<file path="config.mk">
export PLATFORM = sky130hd
export DESIGN_NAME = serial_addsub_digit_flat
export DESIGN_NICKNAME = d
export VERILOG_FILES = /design/src/rtl/serial_addsub_digit_pkg.sv /design/src/rtl/serial_addsub_digit_if.sv /design/src/rtl/serial_addsub_digit_adder.sv /design/src/rtl/serial_addsub_digit.sv /design/src/flat_wrapper.sv
export SDC_FILE = /design/constraint.sdc
export NUM_CORES = 1
export LEC_CHECK = 0
export BUFFER_PORTS_ARGS = -buffer_cell sky130_fd_sc_hd__buf_2
export CAP_MARGIN = 20
export CORE_AREA = 2 2 39 41
export CTS_CLUSTER_SIZE = 12
export DETAILED_ROUTE_END_ITERATION = 12
export DIE_AREA = 0 0 41 43
export PLACE_DENSITY_LB_ADDON = 0.15
export SLEW_MARGIN = 20
export SYNTH_ARGS = -nofsm -noshare
export SYNTH_HDL_FRONTEND = slang
export SYNTH_SLANG_ARGS = --single-unit
export TNS_END_PERCENT = 1
</file>
<file path="constraint.sdc">
create_clock -name clk -period 1.7 [get_ports clk]
set_clock_uncertainty 0.1 [all_clocks]
set_input_delay 0.085 -clock clk [delete_from_list [all_inputs] [get_ports clk]]
set_output_delay 0.085 -clock clk [all_outputs]
set_load 0.005 [all_outputs]
</file>
<file path="src/rtl/serial_addsub_digit_pkg.sv">
// Shared types and helpers for the digit-serial adder/subtractor.
package serial_addsub_pkg;

  typedef enum logic {
    IDLE = 1'b0,
    RUN  = 1'b1
  } state_t;

  // Digit counter width; a single-digit word still needs one counter bit.
  function automatic int cnt_width(input int n_digits);
    return (n_digits <= 1) ? 1 : $clog2(n_digits);
  endfunction

endpackage

</file>
<file path="src/rtl/serial_addsub_digit_if.sv">
// Digit stream and handshake bundle between the operand feeder and the adder.
interface serial_addsub_digit_if #(
  parameter int DIGIT_W = 1
);
  logic               start;
  logic               sub;
  logic               in_valid;
  logic [DIGIT_W-1:0] a_dig;
  logic [DIGIT_W-1:0] b_dig;
  logic [DIGIT_W-1:0] sum_dig;
  logic               sum_valid;
  logic               busy;
  logic               done;
  logic               cout;
  logic               ovf;

  modport master (
    output start, sub, in_valid, a_dig, b_dig,
    input  sum_dig, sum_valid, busy, done, cout, ovf
  );

  modport slave (
    input  start, sub, in_valid, a_dig, b_dig,
    output sum_dig, sum_valid, busy, done, cout, ovf
  );
endinterface

</file>
<file path="src/rtl/serial_addsub_digit_adder.sv">
// Combinational DIGIT_W-bit ripple adder; also exposes the carry into the MSB
// so the top level can form signed overflow on the final digit.
module digit_adder #(
  parameter int DIGIT_W = 1
) (
  input  logic [DIGIT_W-1:0] a,
  input  logic [DIGIT_W-1:0] b,
  input  logic               cin,
  output logic [DIGIT_W-1:0] sum,
  output logic               cout,
  output logic               c_msb
);

  logic [DIGIT_W-1:0] w_sum;
  logic               w_c;
  logic               w_cmsb;

  // Bit-by-bit ripple; the running carry is captured before the MSB stage.
  always_comb begin
    w_sum  = '0;
    w_c    = cin;
    w_cmsb = 1'b0;
    for (int i = 0; i < DIGIT_W; i++) begin
      if (i == DIGIT_W - 1) w_cmsb = w_c;
      w_sum[i] = a[i] ^ b[i] ^ w_c;
      w_c      = (a[i] & b[i]) | (w_c & (a[i] ^ b[i]));
    end
  end

  assign sum   = w_sum;
  assign cout  = w_c;
  assign c_msb = w_cmsb;

endmodule

</file>
<file path="src/rtl/serial_addsub_digit.sv">
// Digit-serial adder/subtractor: operands arrive LSB digit first, one result
// digit leaves per accepted input digit (Mealy), with word framing and flags.
module serial_addsub_digit
  import serial_addsub_pkg::*;
#(
  parameter int DIGIT_W  = 1,
  parameter int N_DIGITS = 8
) (
  input  logic                 clk,
  input  logic                 rst_n,
  serial_addsub_digit_if.slave bus
);

  localparam int                 CNT_W = cnt_width(N_DIGITS);
  localparam logic [CNT_W-1:0]   LAST  = CNT_W'(N_DIGITS - 1);

  state_t             r_state;
  logic               r_carry;
  logic [CNT_W-1:0]   r_cnt;
  logic               r_sub;
  logic               r_done;
  logic               r_cout;
  logic               r_ovf;

  state_t             w_state_nx;
  logic               w_carry_nx;
  logic [CNT_W-1:0]   w_cnt_nx;
  logic               w_sub_nx;
  logic               w_done_nx;
  logic               w_cout_nx;
  logic               w_ovf_nx;

  logic               w_run;
  logic               w_acc;
  logic               w_last;
  logic [DIGIT_W-1:0] w_b_eff;
  logic [DIGIT_W-1:0] w_sum;
  logic               w_c_out;
  logic               w_c_msb;

  assign w_run   = (r_state == RUN);
  assign w_acc   = w_run & bus.in_valid;
  assign w_last  = w_acc & (r_cnt == LAST);
  // Subtraction is A + ~B + 1; the +1 comes from the carry seeded at start.
  assign w_b_eff = bus.b_dig ^ {DIGIT_W{r_sub}};

  digit_adder #(
    .DIGIT_W (DIGIT_W)
  ) u_adder (
    .a     (bus.a_dig),
    .b     (w_b_eff),
    .cin   (r_carry),
    .sum   (w_sum),
    .cout  (w_c_out),
    .c_msb (w_c_msb)
  );

  // Next-state and next-register logic for the IDLE/RUN word sequencer.
  always_comb begin
    w_state_nx = r_state;
    w_carry_nx = r_carry;
    w_cnt_nx   = r_cnt;
    w_sub_nx   = r_sub;
    w_done_nx  = 1'b0;
    w_cout_nx  = r_cout;
    w_ovf_nx   = r_ovf;
    case (r_state)
      IDLE: begin
        if (bus.start) begin
          w_sub_nx   = bus.sub;
          w_carry_nx = bus.sub;
          w_cnt_nx   = '0;
          w_cout_nx  = 1'b0;
          w_ovf_nx   = 1'b0;
          w_state_nx = RUN;
        end
      end
      RUN: begin
        if (bus.in_valid) begin
          if (w_last) begin
            w_cout_nx  = w_c_out;
            w_ovf_nx   = w_c_msb ^ w_c_out;
            w_done_nx  = 1'b1;
            w_carry_nx = 1'b0;
            w_cnt_nx   = '0;
            w_state_nx = IDLE;
          end else begin
            w_carry_nx = w_c_out;
            w_cnt_nx   = r_cnt + CNT_W'(1);
          end
        end
      end
      default: w_state_nx = IDLE;
    endcase
  end

  // State, carry, counter and flag registers; reset discards any partial word.
  always_ff @(posedge clk or negedge rst_n) begin
    if (!rst_n) begin
      r_state <= IDLE;
      r_carry <= 1'b0;
      r_cnt   <= '0;
      r_sub   <= 1'b0;
      r_done  <= 1'b0;
      r_cout  <= 1'b0;
      r_ovf   <= 1'b0;
    end else begin
      r_state <= w_state_nx;
      r_carry <= w_carry_nx;
      r_cnt   <= w_cnt_nx;
      r_sub   <= w_sub_nx;
      r_done  <= w_done_nx;
      r_cout  <= w_cout_nx;
      r_ovf   <= w_ovf_nx;
    end
  end

  assign bus.sum_dig   = w_acc ? w_sum : '0;
  assign bus.sum_valid = w_acc;
  assign bus.busy      = w_run;
  assign bus.done      = r_done;
  assign bus.cout      = r_cout;
  assign bus.ovf       = r_ovf;

endmodule
</file>
<file path="src/flat_wrapper.sv">
// flat-port wrapper written by rule: the top's interface ports become plain ports
module serial_addsub_digit_flat import serial_addsub_pkg::*;
#(
  parameter int DIGIT_W  = 1,
  parameter int N_DIGITS = 8
)
  (clk, rst_n, bus_start, bus_sub, bus_in_valid, bus_a_dig, bus_b_dig, bus_sum_dig, bus_sum_valid, bus_busy, bus_done, bus_cout, bus_ovf);
  serial_addsub_digit_if #(.DIGIT_W(DIGIT_W)) bus_i ();
  input  logic clk;
  input  logic rst_n;
  input wire logic [$bits(bus_i.start)-1:0] bus_start;
  input wire logic [$bits(bus_i.sub)-1:0] bus_sub;
  input wire logic [$bits(bus_i.in_valid)-1:0] bus_in_valid;
  input wire logic [$bits(bus_i.a_dig)-1:0] bus_a_dig;
  input wire logic [$bits(bus_i.b_dig)-1:0] bus_b_dig;
  output wire logic [$bits(bus_i.sum_dig)-1:0] bus_sum_dig;
  output wire logic [$bits(bus_i.sum_valid)-1:0] bus_sum_valid;
  output wire logic [$bits(bus_i.busy)-1:0] bus_busy;
  output wire logic [$bits(bus_i.done)-1:0] bus_done;
  output wire logic [$bits(bus_i.cout)-1:0] bus_cout;
  output wire logic [$bits(bus_i.ovf)-1:0] bus_ovf;
  assign bus_i.start = bus_start;
  assign bus_i.sub = bus_sub;
  assign bus_i.in_valid = bus_in_valid;
  assign bus_i.a_dig = bus_a_dig;
  assign bus_i.b_dig = bus_b_dig;
  assign bus_sum_dig = bus_i.sum_dig;
  assign bus_sum_valid = bus_i.sum_valid;
  assign bus_busy = bus_i.busy;
  assign bus_done = bus_i.done;
  assign bus_cout = bus_i.cout;
  assign bus_ovf = bus_i.ovf;
  serial_addsub_digit #(.DIGIT_W(DIGIT_W), .N_DIGITS(N_DIGITS)) u_core (.clk(clk), .rst_n(rst_n), .bus(bus_i));
endmodule
</file>
### After elaboration in Yosys (flattened, before gate mapping)

Index checks and enable logic that the tools add are counted.

| storage, ports and cells | value |
|---|---|
| output and inout bits | 6 |
| ROM bits | 0 |
| latch bits | 0 |
| logic and storage cells | 48 |
| bits in registers | 9 |
| bits in writable memories | 0 |
| memories | 0 |
| bits of input ports | 7 |

| cells by class | value |
|---|---|
| bitwise gates (word level) | 10 |
| $lt $le $gt $ge | 0 |
| muxes and demuxes | 23 |
| equal/unequal tests | 4 |
| $add $sub $neg | 1 |
| shifts and indexed selects | 0 |
| multiply operators | 0 |
| divide/modulo/power cells | 0 |
| reductions and logical operators | 3 |

Operators with widths:

| kind | count |
|---|---|
| two-way mux 1 bit | 15 |
| two-way mux 3 bit | 3 |
| case mux 1 bit (2 select lines) | 4 |
| inequality test 2 bit (second input constant) | 3 |
| case mux 3 bit (2 select lines) | 1 |
| AND 1 bit | 4 |
| AND reduction 2 bit | 2 |
| XOR 1 bit | 4 |
| adder 3 x 1 -> 3 bit (second input constant) | 1 |
| equality test 3 bit (second input constant) | 1 |
| AND reduction 3 bit | 1 |
| NOT 1 bit | 1 |
| bitwise OR 1 bit | 1 |

### Depth between registers and ports, before layout

Gate-level depths: netlist (run 1).

| logic depth | value |
|---|---|
| depth after elaboration | 8 |
| gate-level depth with buffers | 5 |
| depth with buffers taken out | 5 |

### Cells and area by module

From an unflattened synthesis (run 1), not the netlist that was laid out.

| second synthesis, totals | value |
|---|---|
| cell total of the unflattened synthesis | 42 |
| area total of the unflattened synthesis | 470.5 µm² |

By module, submodules not included:

| module | area an instance (µm²) | cells each | instances | sequential area each (µm²) |
|---|---|---|---|---|
| serial_addsub_digit | 442.9 | 40 | 1 | 225.2 |
| digit_adder | 27.5 | 2 | 1 | 0.0 |

### Worst setup path before layout (run 1)

Ideal clock, no wire load.

| timing | value |
|---|---|
| path kind | register to register |
| start | register u_core.r_sub |
| end | register u_core.r_carry |
| required time | 1,518 ps |
| period minus slack after synthesis | 1,400 ps |
| setup slack | 300 ps |
| library setup time | 82 ps |
| stages on the path, launching flop included | 6 |
| buffers on the path | 0 |
| arrival | 1,218 ps |
| path through | dfrtp_1 -> xnor2_1 -> fa_1 -> nor2_1 -> o22ai_2 -> a31oi_1 |

| between the ends | value |
|---|---|
| longest elaborated chain between the ends | 7 |
| elaborated cells on any way between the ends | 8 |
| classes of those cells | 3 x mux; 5 x bitwise |

Ends and longest elaborated chain:

| element | RTL line | text |
|---|---|---|
| start: declaration | serial_addsub_digit.sv:20 | `logic r_sub;` |
| start signal: assignment | serial_addsub_digit.sv:111 | `r_sub <= w_sub_nx;` |
| XOR 1 bit * | serial_addsub_digit.sv:45 | `assign w_b_eff = bus.b_dig ^ {DIGIT_W{r_sub}};` |
| XOR 1 bit | serial_addsub_digit_adder.sv:26 | `w_c = (a[i] & b[i]) \| (w_c & (a[i] ^ b[i]));` |
| AND 1 bit | serial_addsub_digit_adder.sv:26 |  |
| bitwise OR 1 bit * | serial_addsub_digit_adder.sv:26 |  |
| two-way mux 1 bit * | serial_addsub_digit.sv:80 | `if (w_last) begin` |
| two-way mux 1 bit * | serial_addsub_digit.sv:79 | `if (bus.in_valid) begin` |
| case mux 1 bit (2 select lines) * | serial_addsub_digit.sv:67 | `case (r_state)` |
| end signal: assignment | serial_addsub_digit.sv:109 | `r_carry <= w_carry_nx;` |
| end: declaration | serial_addsub_digit.sv:18 | `logic r_carry;` |

Every way passes the cells marked *; elsewhere a longest branch is shown, timed or not. The select of a mux whose other input is x is not followed.
A chain may end at the register's enable or synchronous reset.

### Worst setup path in the final report (run 1)

| timing | value |
|---|---|
| start | register u_core.r_sub |
| end | output port bus_sum_dig |

| between the ends | value |
|---|---|
| longest elaborated chain between the ends | 4 |

Ends and longest elaborated chain:

| element | RTL line | text |
|---|---|---|
| XOR 1 bit | serial_addsub_digit.sv:45 |  |
| XOR 1 bit (2 in series) | serial_addsub_digit_adder.sv:25 | `w_sum[i] = a[i] ^ b[i] ^ w_c;` |
| two-way mux 1 bit | serial_addsub_digit.sv:118 | `assign bus.sum_dig = w_acc ? w_sum : '0;` |
| end: declaration | flat_wrapper.sv:16 | `output wire logic [$bits(bus_i.sum_dig)-1:0] bus_sum_dig;` |

Every way passes these cells.

==> results.md, run 1 <==
- Crit path depth: 4
- Hold WC Path Type: in2reg
- Min Tclk post-route: 1620 ps
- Worst-path clk slew: 60 ps
- Deepest clock path buffer count: 2
- Synth Register Bits: 9
- Critical path capture point: bus_sum_dig
- Gp weighted congestion: 0.608
- Final core occ: 0.423
- Delay-heaviest family, CP: adder cells
- Ports: 13
- CP max-delay cell: fa_1
- Routed vias: 370
- Latest clock arrival within the worst-skew pair: 260 ps
- Critical path launch point type: flop
- Setup bufs post-CTS: 0
- Worst setup margin: between 70 and 80 ps
- Synth warn: 0
- Top_reg_cell synth: dfrtp_1
- WP data arrival: 1440 ps
- H-tree level count: 1
- Reg power frac: 0.418
- Die area: 1760 µm²
- Max-slew headroom: 0.848
- Crit path max fanout: 2
- Share of cells above drive strength 1: 0.333
- Cells after Synth: 42
- CORE AREA: around 1400 µm²
- R2R setup slack: 190 ps
- Crit path kind: reg2out
- Critical path buffers and inverters: 1
- 1st-iter DRT viols: 8
- Nets@finish: 71
- Status: complete, no violations
- Total wire length: 902 µm
- First-pass GRT wire length: 1.52 mm
- Power per cell area: 1430 nW/µm²
- Pre-CTS WS: 232 ps
- Max-Cap Viols: 0
- Gr ovfl total: 0
- Area growth, synth to finish: 29.6%
- Asr flop ratio synth: 1.00
- DRT Pass-1 Iters: 4
- Largest area contributor in the netlist: dfrtp_1
- Register Area: about 230 µm²
- Vias/cell: 4.87
- Combinational share of power: 0.385
- Row count: 14
- Sw Pwr: about 280 µW
- Pin count of the biggest net entering global routing: 10
- CTS sink cnt: 9
- Final Cycle Share: 0.955
- Total track usage: 0.130
- Synth top area cells: dfrtp_1 (50%), ha_1 (5.5%), o21ai_0 (5.5%)
- Clock root buffer: clkbuf_4
- Num CTS Buffers: 3
- Distinct cells, synth: 17
- Top cell type's share of synthesized area: 0.499
- Die Span Y: about 43 µm
- Final Hold Viols: 0
- Leakage: 0.000316 µW
- Worst path max stage delay: 470 ps
- Final Slew Violations: 0
- Reg2reg path depth: 5
- Crit path launch: u_core.r_sub
- Synthesized area: 452 µm²
- Type of destination of the critical path: output pin
- Multi-input logic area: 219 µm²
- Post-synth EDFFs: 0
- PortBufs: 12
- ANT nets after route: 0
- Die X: between 40 and 50 µm
- Post-synth top cells: dfrtp_1 (9), o21ai_0 (5)
- Initial antenna violation count: 0
- RR Endpoint: u_core.r_carry
- ANT cells: 0
- Switching part of the total power: 0.334
- Top-count cell post-synth: dfrtp_1
- TritonCTS clock tree: done
- Placed inst area: 532 µm²
- Data required, critical path: 1510 ps
- Vias in the first global route: 345
- Fin area: 586 µm²
- Reg2Reg Launch Point: u_core.r_sub
- Starting density of the core: 0.326
- Sequential share of the synthesized area: 0.499
- Avg Cell Area, Syn: 10.8 µm²
- Max VDD drop: 517 µV
- Post-Syn Nets: 52
- Measured slew at the worst slew-check pin: 228 ps
- Final setup vio count: 0
- Clock Power Share: 0.196
- FMAX: 616 MHz
- Crit-path cells: xnor2_2, fa_1, nor2_1, buf_2
- Routed wire per std cell: 11.9 µm
- # fillers: 144
- HPWL Detailed: 667 µm
- Pint: 557 µW
- RSZ-0062 raised after global routing: true
- DR DRC count: 0
logic make-up after synthesis:
group	after synthesis	share of synthesized area
AOI/OAI and AO/OA	7	0.0969
xor gates and xnor gates	2	0.0388
adders and majority gates	3	0.0997
buffers and inverters	4	0.0332
DFF	9	0.499
muxes	1	0.0332
and+or+nand+nor	16	0.199
final cells by class:
type,count,area share
timing repair buffer,14,0.137
inverter,4,0.0256
clock buffer,4,0.0449
multi-input combinational,29,0.374
tap,16,0.0342
sequential,9,0.385
placed cells by master, fill, tap and decap left out:
cell type,n
nand2_1,4
nand2b_4,1
a31oi_1,1
nand3_1,4
xnor2_2,1
nor2_1,4
nor2b_2,1
mux2_4,1
o22ai_2,1
dlygate4sd3_1,2
nand4bb_1,1
inv_1,4
clkbuf_1,1
nand2b_1,1
o21ai_0,5
buf_2,12
fa_1,1
xor2_1,1
clkbuf_4,3
dfrtp_1,9
ha_1,2
per-layer routing:
metal | global-route usage | part of all wire | vias to the layer above
li1 | - | - | 180
met1 | 0.199 | 0.47 | 173
met2 | 0.156 | 0.43 | 15
met3 | 0.0628 | 0.093 | 2
met4 | 0.0400 | 0.0089 | 0
met5 | 0 | 0 | -
worst min-delay path, cell delays in order:
cell,delay (ps)
buf_2,120
nand4bb_1,90
nand2_1,50
stage by stage:
step	hold WS, ps	setup TNS, ps	total power (µW)	std cells
after floorplan	-311	0	564	42
after global placement	-143	0	664	70
after detailed placement	-149	0	664	70
after CTS	19.1	0	838	76
after global routing	43.2	-0.506	919	76
final	29.6	0	836	76
flip-flops by register name (all words and copies together) (netlist names):
register	count
u_core.bus.cout	1
u_core.r_carry	1
u_core.r_sub	1
u_core.bus.done	1
u_core.bus.busy	1
u_core.bus.ovf	1
u_core.r_cnt	3
what timing repair did:
action                                  in CTS  in global routing
gates resized for setup                      0                  1
endpoints found under the setup margin       0                  1
endpoints found under the hold margin       10                  0
hold buffers                                 2                  0
worst min path at each step:
stage	from	end	slack [ps]	cells after the start
3_3_place_gp	rst_n	u_core.r_carry	-140	1
6_report	bus_in_valid	u_core.r_cnt[0]	30	3
3_5_place_dp	rst_n	u_core.r_sub	-150	1
5_1_grt	bus_in_valid	u_core.r_cnt[0]	40	3
2_1_floorplan	rst_n	u_core.bus.busy	-310	0
4_1_cts	bus_in_valid	u_core.r_cnt[0]	20	3
power by group through the flow:
| stage | Sequential, µW | Clock (µW) | Combinational (µW) |
|---|---|---|---|
| floorplan | 343 | 0 | 221 |
| global placement | 350 | 0 | 314 |
| detailed placement | 349 | 0 | 315 |
| CTS | 345 | 171 | 322 |
| global route | 363 | 183 | 373 |
| finish | 350 | 164 | 322 |
(Power assumes the default switching activity.)
==> run 2: changes to the inputs <==
ABC_AREA = 1   (was unset)
SLEW_MARGIN = 25   (was 20)
==> run 2 against run 1 <==
- maximum frequency fell by 3.6%
- critical endpoint unchanged
- critical path depth stayed put
- critical path type unchanged
- non-clock buffer count unchanged
- register-to-register slack better by 20 ps
- total power is 17% higher
- combinational power rose by 35%
- largest cell class unchanged
- routed wire length is 4.3% lower
- sequential power up 5.7%
==> results.md, run 2 <==
- First-pass GRT wire length: 1.47 mm (-3.2%)
- Avg Cell Area, Syn: 9.27 µm² (-14%)
- XOR/XNOR Fraction of Synth Area: 0.0386 (-0.000214)
- Top_reg_cell synth: dfrtp_1
- Switching part of the total power: 0.392 (+0.0581)
- Clock root buffer: clkbuf_4
- Max-slew headroom: 0.849 (about the same)
- Initial antenna violation count: 0 (unchanged)
- Synth Register Bits: 9 (unchanged)
- Vias in the first global route: 352 (+2.0%)
- Non-Filler Instances: 83 (+9.2%)
- Reg power frac: 0.380 (-0.038)
- Crit path max fanout: 2 (unchanged)
- Total track usage: 0.138 (+0.00853)
- Synth warn: 0 (unchanged)
- 1st-iter DRT viols: 11 (+3)
- Worst setup margin: 16.0 ps (-61.2 ps)
- PortBufs: 12 (unchanged)
- Ports: 13 (unchanged)
- Clock Power Share: 0.174 (-0.022)
- Final Hold Viols: 0 (unchanged)
- Die X: 41 µm (unchanged)
- Critical path launch point type: flop
- Pre-CTS WS: 249 ps (+16.6 ps)
- Sw Pwr: 382 µW (+37%)
- H-tree level count: 1 (unchanged)
- TritonCTS clock tree: done
- Max VDD drop: 626 µV (+21%)
- M1 WL: 384 µm (-8.6%)
- Distinct cells, synth: 16 (-1)
- Crit path kind: reg2out
- Cells after Synth: 49 (+17%)
- Min Tclk post-route: 1680 ps (+61.2 ps)
- Total wire length: 863 µm (-4.3%)
- Adder-Cell Fraction of Synth Area: 0.0992 (-0.000549)
- Post-synthesis mux area share: 0 (-0.0332)
- Area growth, synth to finish: 29.5%
- Num CTS Buffers: 3 (unchanged)
- Top-count cell post-synth: nand2_1
- Simple-gate share of the synthesized area: 0.242 (+0.0430)
- Power per cell area: 1660 nW/µm² (+16%)
- Pin count of the biggest net entering global routing: 10 (unchanged)
- Final core occ: 0.425 (+0.00181)
- Routed vias: 366 (-1.1%)
- Leakage: 0.000339 µW (+7.2%)
- Starting density of the core: 0.328 (+0.00181)
- Gr ovfl total: 0 (unchanged)
- Largest family of logic cells by synthesized area: simple AND/OR/NAND/NOR gates
- DRT Pass-1 Iters: 4 (unchanged)
- Routed wire per std cell: 10.4 µm (-12%)
- Hold path cells: 3 (unchanged)
- Row count: 14 (unchanged)
- Combinational share of power: 0.446 (+0.061)
- CORE AREA: 1380 µm² (unchanged)
- Die area: 1760 µm² (unchanged)
- Nets@finish: 78 (+9.9%)
- Most frequent cells in the layout: buf_2 (12), nand2_1 (10), dfrtp_1 (9)
- DR DRC count: 0 (unchanged)
- WL met2: 385 µm (-0.77%)
- Dpl cells: 77 (+10%)
- Worst-path clk slew: 60 ps (about the same)
- Sequential share of the synthesized area: 0.496 (-0.00275)
- Latest clock arrival within the worst-skew pair: 260 ps (about the same)
- Share of cells above drive strength 1: 0.313 (-0.0199)
- Flip-flop count of the largest register after layout: 3 (unchanged)
- Post-synth top cells: nand2_1 (10), dfrtp_1 (9), inv_1 (5), nand3_1 (5)
- FMAX: 594 MHz (-3.6%)
- CP max-delay cell: fa_1
- Synthesized area: 454 µm² (+0.55%)
- Worst path max stage delay: 440 ps (-30 ps)
- Top Metal Used: met4
- Top cell type's share of synthesized area: 0.496 (-0.00275)
- WP data arrival: 1500 ps (+60 ps)
- Deepest clock path buffer count: 2 (unchanged)
- Final Slew Violations: 0 (unchanged)
- Most common cell after layout, fill and taps aside: buf_2
- ANT cells: 0 (unchanged)
- Measured slew at the worst slew-check pin: 226 ps (-1.30 ps)
- Post-Syn Nets: 59 (+13%)
- Max-Cap Viols: 0 (unchanged)
- Largest area contributor in the netlist: dfrtp_1
- Crit-path cells: xnor2_2, fa_1, nor2_1, buf_2
- Final Cycle Share: 0.991 (+0.0360)
- Complex-gate fraction of the synthesized area: 0.0661 (-0.0308)
- Placed inst area: 534 µm² (+0.47%)
- Status: complete, no violations
- Data required, critical path: 1510 ps (about the same)
- HPWL Detailed: 654 µm (-1.9%)
- Met3 Wirelength: 51 µm (-39%)
- ANT nets after route: 0 (unchanged)
- Final setup vio count: 0 (unchanged)
- Post-synth EDFFs: 0 (unchanged)
- RSZ-0062 raised after global routing: true
- Fin area: 588 µm² (+0.43%)
- Vias/cell: 4.41 (-9.4%)
- Die Span Y: 43 µm (unchanged)
- Synth top area cells: dfrtp_1 (50%), nand2_1 (8.3%), ha_1 (5.5%)
- Reg2reg path depth: 5 (unchanged)
- CTS sink cnt: 9 (unchanged)
- Asr flop ratio synth: 1.00 (unchanged)
- Pint: 594 µW (+6.5%)
- Type of destination of the critical path: output pin
- Gp weighted congestion: 0.748 (+23%)
- Hold WC Path Type: in2reg
- Reg with most FFs: u_core.r_cnt
## run 2: cells by family (layout without fill, tap and decap cells)
kind of cell / count (synthesis) / in the layout
compound gates: 6 / 6
xor+xnor: 2 / 2
fa+ha+maj: 3 / 3
buf+inv: 7 / 25
flops: 9 / 9
simple gates: 22 / 22
## run 2: path summary, 6_finish.rpt
| kind | from | to | slack (ps) |
|---|---|---|---|
| min in group asynchronous | rst_n | u_core.bus.done | 90 |
| max in group asynchronous | rst_n | u_core.r_cnt[1] | 1220 |
| worst min-delay path | bus_start | u_core.bus.busy | 40 |
| worst min register to register | u_core.r_cnt[1] | u_core.r_cnt[1] | 380 |
| worst max register to register | u_core.r_sub | u_core.r_carry | 210 |
| worst max-delay path | u_core.r_sub | bus_sum_dig | 20 |
## run 2: layout make-up
type / count / area, µm²
tap: 16 / 20.0
fill: 151 / 796
sequential: 9 / 225
timing repair buffer: 14 / 80.1
multi-input combinational: 33 / 210
inverter: 7 / 26.3
clock buffer: 4 / 26.3
## run 2: repair_timing
action                     in CTS  in global routing
pin swaps                       1                  0
setup endpoints to repair       1                  1
hold endpoints to repair       10                  0
setup buffers                   0                  0
cloned                          0                  0
resized for setup               1                  0
hold buffers                    2                  0
## run 2: metrics by stage
| stage | TNS (ps) | hold WS, ps | power, µW |
|---|---|---|---|
| after floorplan | 0 | -311 | 663 |
| after global placement | 0 | -144 | 785 |
| after detailed placement | 0 | -150 | 798 |
| after CTS | 0 | 34.2 | 983 |
| after global routing | -63.3 | 44.3 | 1080 |
| final | 0 | 37.1 | 976 |
## run 2: worst max-delay path, delay by kind of cell, from the launching register on
family                   cells  cell delay (ps)
adder cells (fa/ha/maj)      1              440
flip-flops                   1              400
XOR/XNOR                     1              160
AND/OR/NAND/NOR              1              110
buffers and inverters        1              110
## run 2: metal layers
| layer | track usage | vias up |
|---|---|---|
| met2 | 0.181 | 14 |
| met5 | 0 | - |
| li1 | - | 193 |
| met1 | 0.161 | 155 |
| met4 | 0.140 | 0 |
| met3 | 0.0471 | 4 |
## run 2: power by group through the flow
stage / Combinational [µW] / Clock, µW / Sequential, µW
6_report: 436 / 170 / 370
5_1_grt: 508 / 187 / 385
4_1_cts: 438 / 173 / 372
3_5_place_dp: 426 / 0 / 372
3_3_place_gp: 414 / 0 / 371
2_1_floorplan: 295 / 0 / 368
==> run 3: changes to the inputs <==
PLACE_DENSITY = 0.55   (was unset)
PLACE_DENSITY_LB_ADDON = unset   (was 0.15)
==> run 3 against run 2 <==
- maximum frequency grew 2.9%
- first-iteration DRC count down 45%
- routed wire length decreased by 0.12%
- flip-flop and latch count is the same
- via count grew 5.2%
- global-route usage down 1.8 points
- critical path depth stayed put
- die area stayed put
- worst setup slack better by 48 ps
- hold slack improved by 7.9 ps
- clock power about the same
- largest power group unchanged
==> results.md, run 3 (same netlist as run 2, synthesis figures left out) <==
- Status: complete, no violations
- Worst-path clk slew: 60 ps (about the same)
- Met2 Use GR: 0.166 (-0.0156)
- Reg with most FFs: u_core.r_cnt
- H-tree level count: 1 (unchanged)
- GRT busiest layer: met2
- Min Tclk post-route: 1640 ps (-47.9 ps)
- Setup bufs post-CTS: 0 (unchanged)
- Ports: 13 (unchanged)
- TritonCTS clock tree: done
- Crit path kind: reg2out
- Final Hold Viols: 0 (unchanged)
- Leakage: 0.000339 µW (unchanged)
- Total track usage: 0.121 (-0.0175)
- Vias in the first global route: 329 (-6.5%)
- Gp weighted congestion: 0.638 (-15%)
- ANT nets after route: 0 (unchanged)
- Deepest clock path buffer count: 2 (unchanged)
- Most frequent cells in the layout: buf_2 (12), nand2_1 (10), dfrtp_1 (9)
- Critical path launch point type: flop
- Worst setup margin: 63.9 ps (+47.9 ps)
- Clock root buffer: clkbuf_4
- Crit path max fanout: 2 (unchanged)
- Power per cell area: 1640 nW/µm² (-0.87%)
- Final core occ: 0.425 (unchanged)
- RSZ-0062 raised after global routing: true
- Die X: 41 µm (unchanged)
- Max-slew headroom: 0.859 (+0.0102)
- Routed wire per std cell: 10.4 µm (-0.12%)
- DRT Pass-1 Iters: 4 (unchanged)
- Die Span Y: 43 µm (unchanged)
- Data required, critical path: 1510 ps (about the same)
- Type of destination of the critical path: output pin
- Pre-CTS WS: 257 ps (+8.53 ps)
- Max VDD drop: 669 µV (+6.9%)
- Latest clock arrival within the worst-skew pair: 260 ps (about the same)
- Initial antenna violation count: 0 (unchanged)
- DR DRC count: 0 (unchanged)
- Die area: 1760 µm² (unchanged)
- ANT cells: 0 (unchanged)
- Num CTS Buffers: 3 (unchanged)
- WP data arrival: 1450 ps (-50 ps)
- First-pass GRT wire length: 1.39 mm (-5.2%)
- Max-Cap Viols: 0 (unchanged)
- Share of cells above drive strength 1: 0.313 (unchanged)
- Measured slew at the worst slew-check pin: 212 ps (-14.7 ps)
- 1st-iter DRT viols: 6 (-5)
- Nets@finish: 78 (unchanged)
- Starting density of the core: 0.328 (unchanged)
- Total wire length: 862 µm (-0.12%)
- FMAX: 611 MHz (+2.9%)
- Met3 GRT Util: 0.0471 (unchanged)
- Flip-flop count of the largest register after layout: 3 (unchanged)
- Final Slew Violations: 0 (unchanged)
- CORE AREA: 1380 µm² (unchanged)
- Hold WC Path Type: in2reg
- Power Total: 967 µW (-0.87%)
- Final Cycle Share: 0.962 (-0.0282)
- Row count: 14 (unchanged)
- PortBufs: 12 (unchanged)
- Most common cell after layout, fill and taps aside: buf_2
- Area growth, synth to finish: 29.5% (unchanged)
- Vias/cell: 4.64 (+5.2%)
- Gr ovfl total: 0 (unchanged)
- Pin count of the biggest net entering global routing: 10 (unchanged)
- Met1 global-route usage: 0.150 (-0.0111)
- Final setup vio count: 0 (unchanged)
- CTS sink cnt: 9 (unchanged)
- Routed vias: 385 (+5.2%)
[run 3: cell counts in the layout (fill, tap and decap cells not counted)]
Identical to the previous run, type by type.
[run 3: layout make-up]
cell class	count	area [µm²]
Fill cell	141	796
Tap cell	16	20.0
Timing Repair Buffer	14	80.1
Clock buffer	4	26.3
Inverter	7	26.3
Sequential cell	9	225
Multi-Input combinational cell	33	210
[run 3: worst max-delay path, cell delays in order, from the launching register on]
cell and delay [ps]:
dfrtp_1 400, xnor2_2 140, fa_1 430, nor2_1 100, buf_2 110
[run 3: metrics by stage]
step | hold slack (ps) | TNS [ps] | cell area, µm² | cells
after global routing | 54.4 | -69.5 | 588 | 83
after global placement | -145 | 0 | 534 | 77
after CTS | 37.2 | 0 | 581 | 83
after detailed placement | -148 | 0 | 534 | 77
after floorplan | -311 | 0 | 454 | 49
final | 45.0 | 0 | 588 | 83
[run 3: layer usage]
metal,routed length [µm],up-vias
met5,0,-
met4,25,0
met3,56,5
met2,407,11
met1,374,172
li1,-,197
[run 3: power by group]
part / switching, µW / internal (µW) / leakage, µW / total (µW)
logic: 231 / 195 / 0.000212 / 426
registers: 67.9 / 307 / 0.000112 / 374
clock network: 76.1 / 90.5 / 0.0000150 / 167
[run 3: path summary, 6_finish.rpt]
path | startpoint | endpoint | cells past startpoint | slack [ps]
setup / recovery | u_core.r_sub | bus_sum_dig | 4 | 60
hold / removal | bus_start | u_core.bus.busy | 3 | 40
setup reg to reg | u_core.r_sub | u_core.bus.ovf | 4 | 240
hold reg to reg | u_core.r_cnt[1] | u_core.r_cnt[1] | 2 | 380
max in group asynchronous | rst_n | u_core.bus.ovf | 2 | 1220
min in group asynchronous | rst_n | u_core.r_sub | 2 | 100
[run 3: what timing repair did]
item | 4_1_cts | 5_1_grt
hold buffers | 2 | 0
hold endpoints to repair | 10 | 0
gates resized for setup | 0 | 1
setup endpoints to repair | 0 | 1
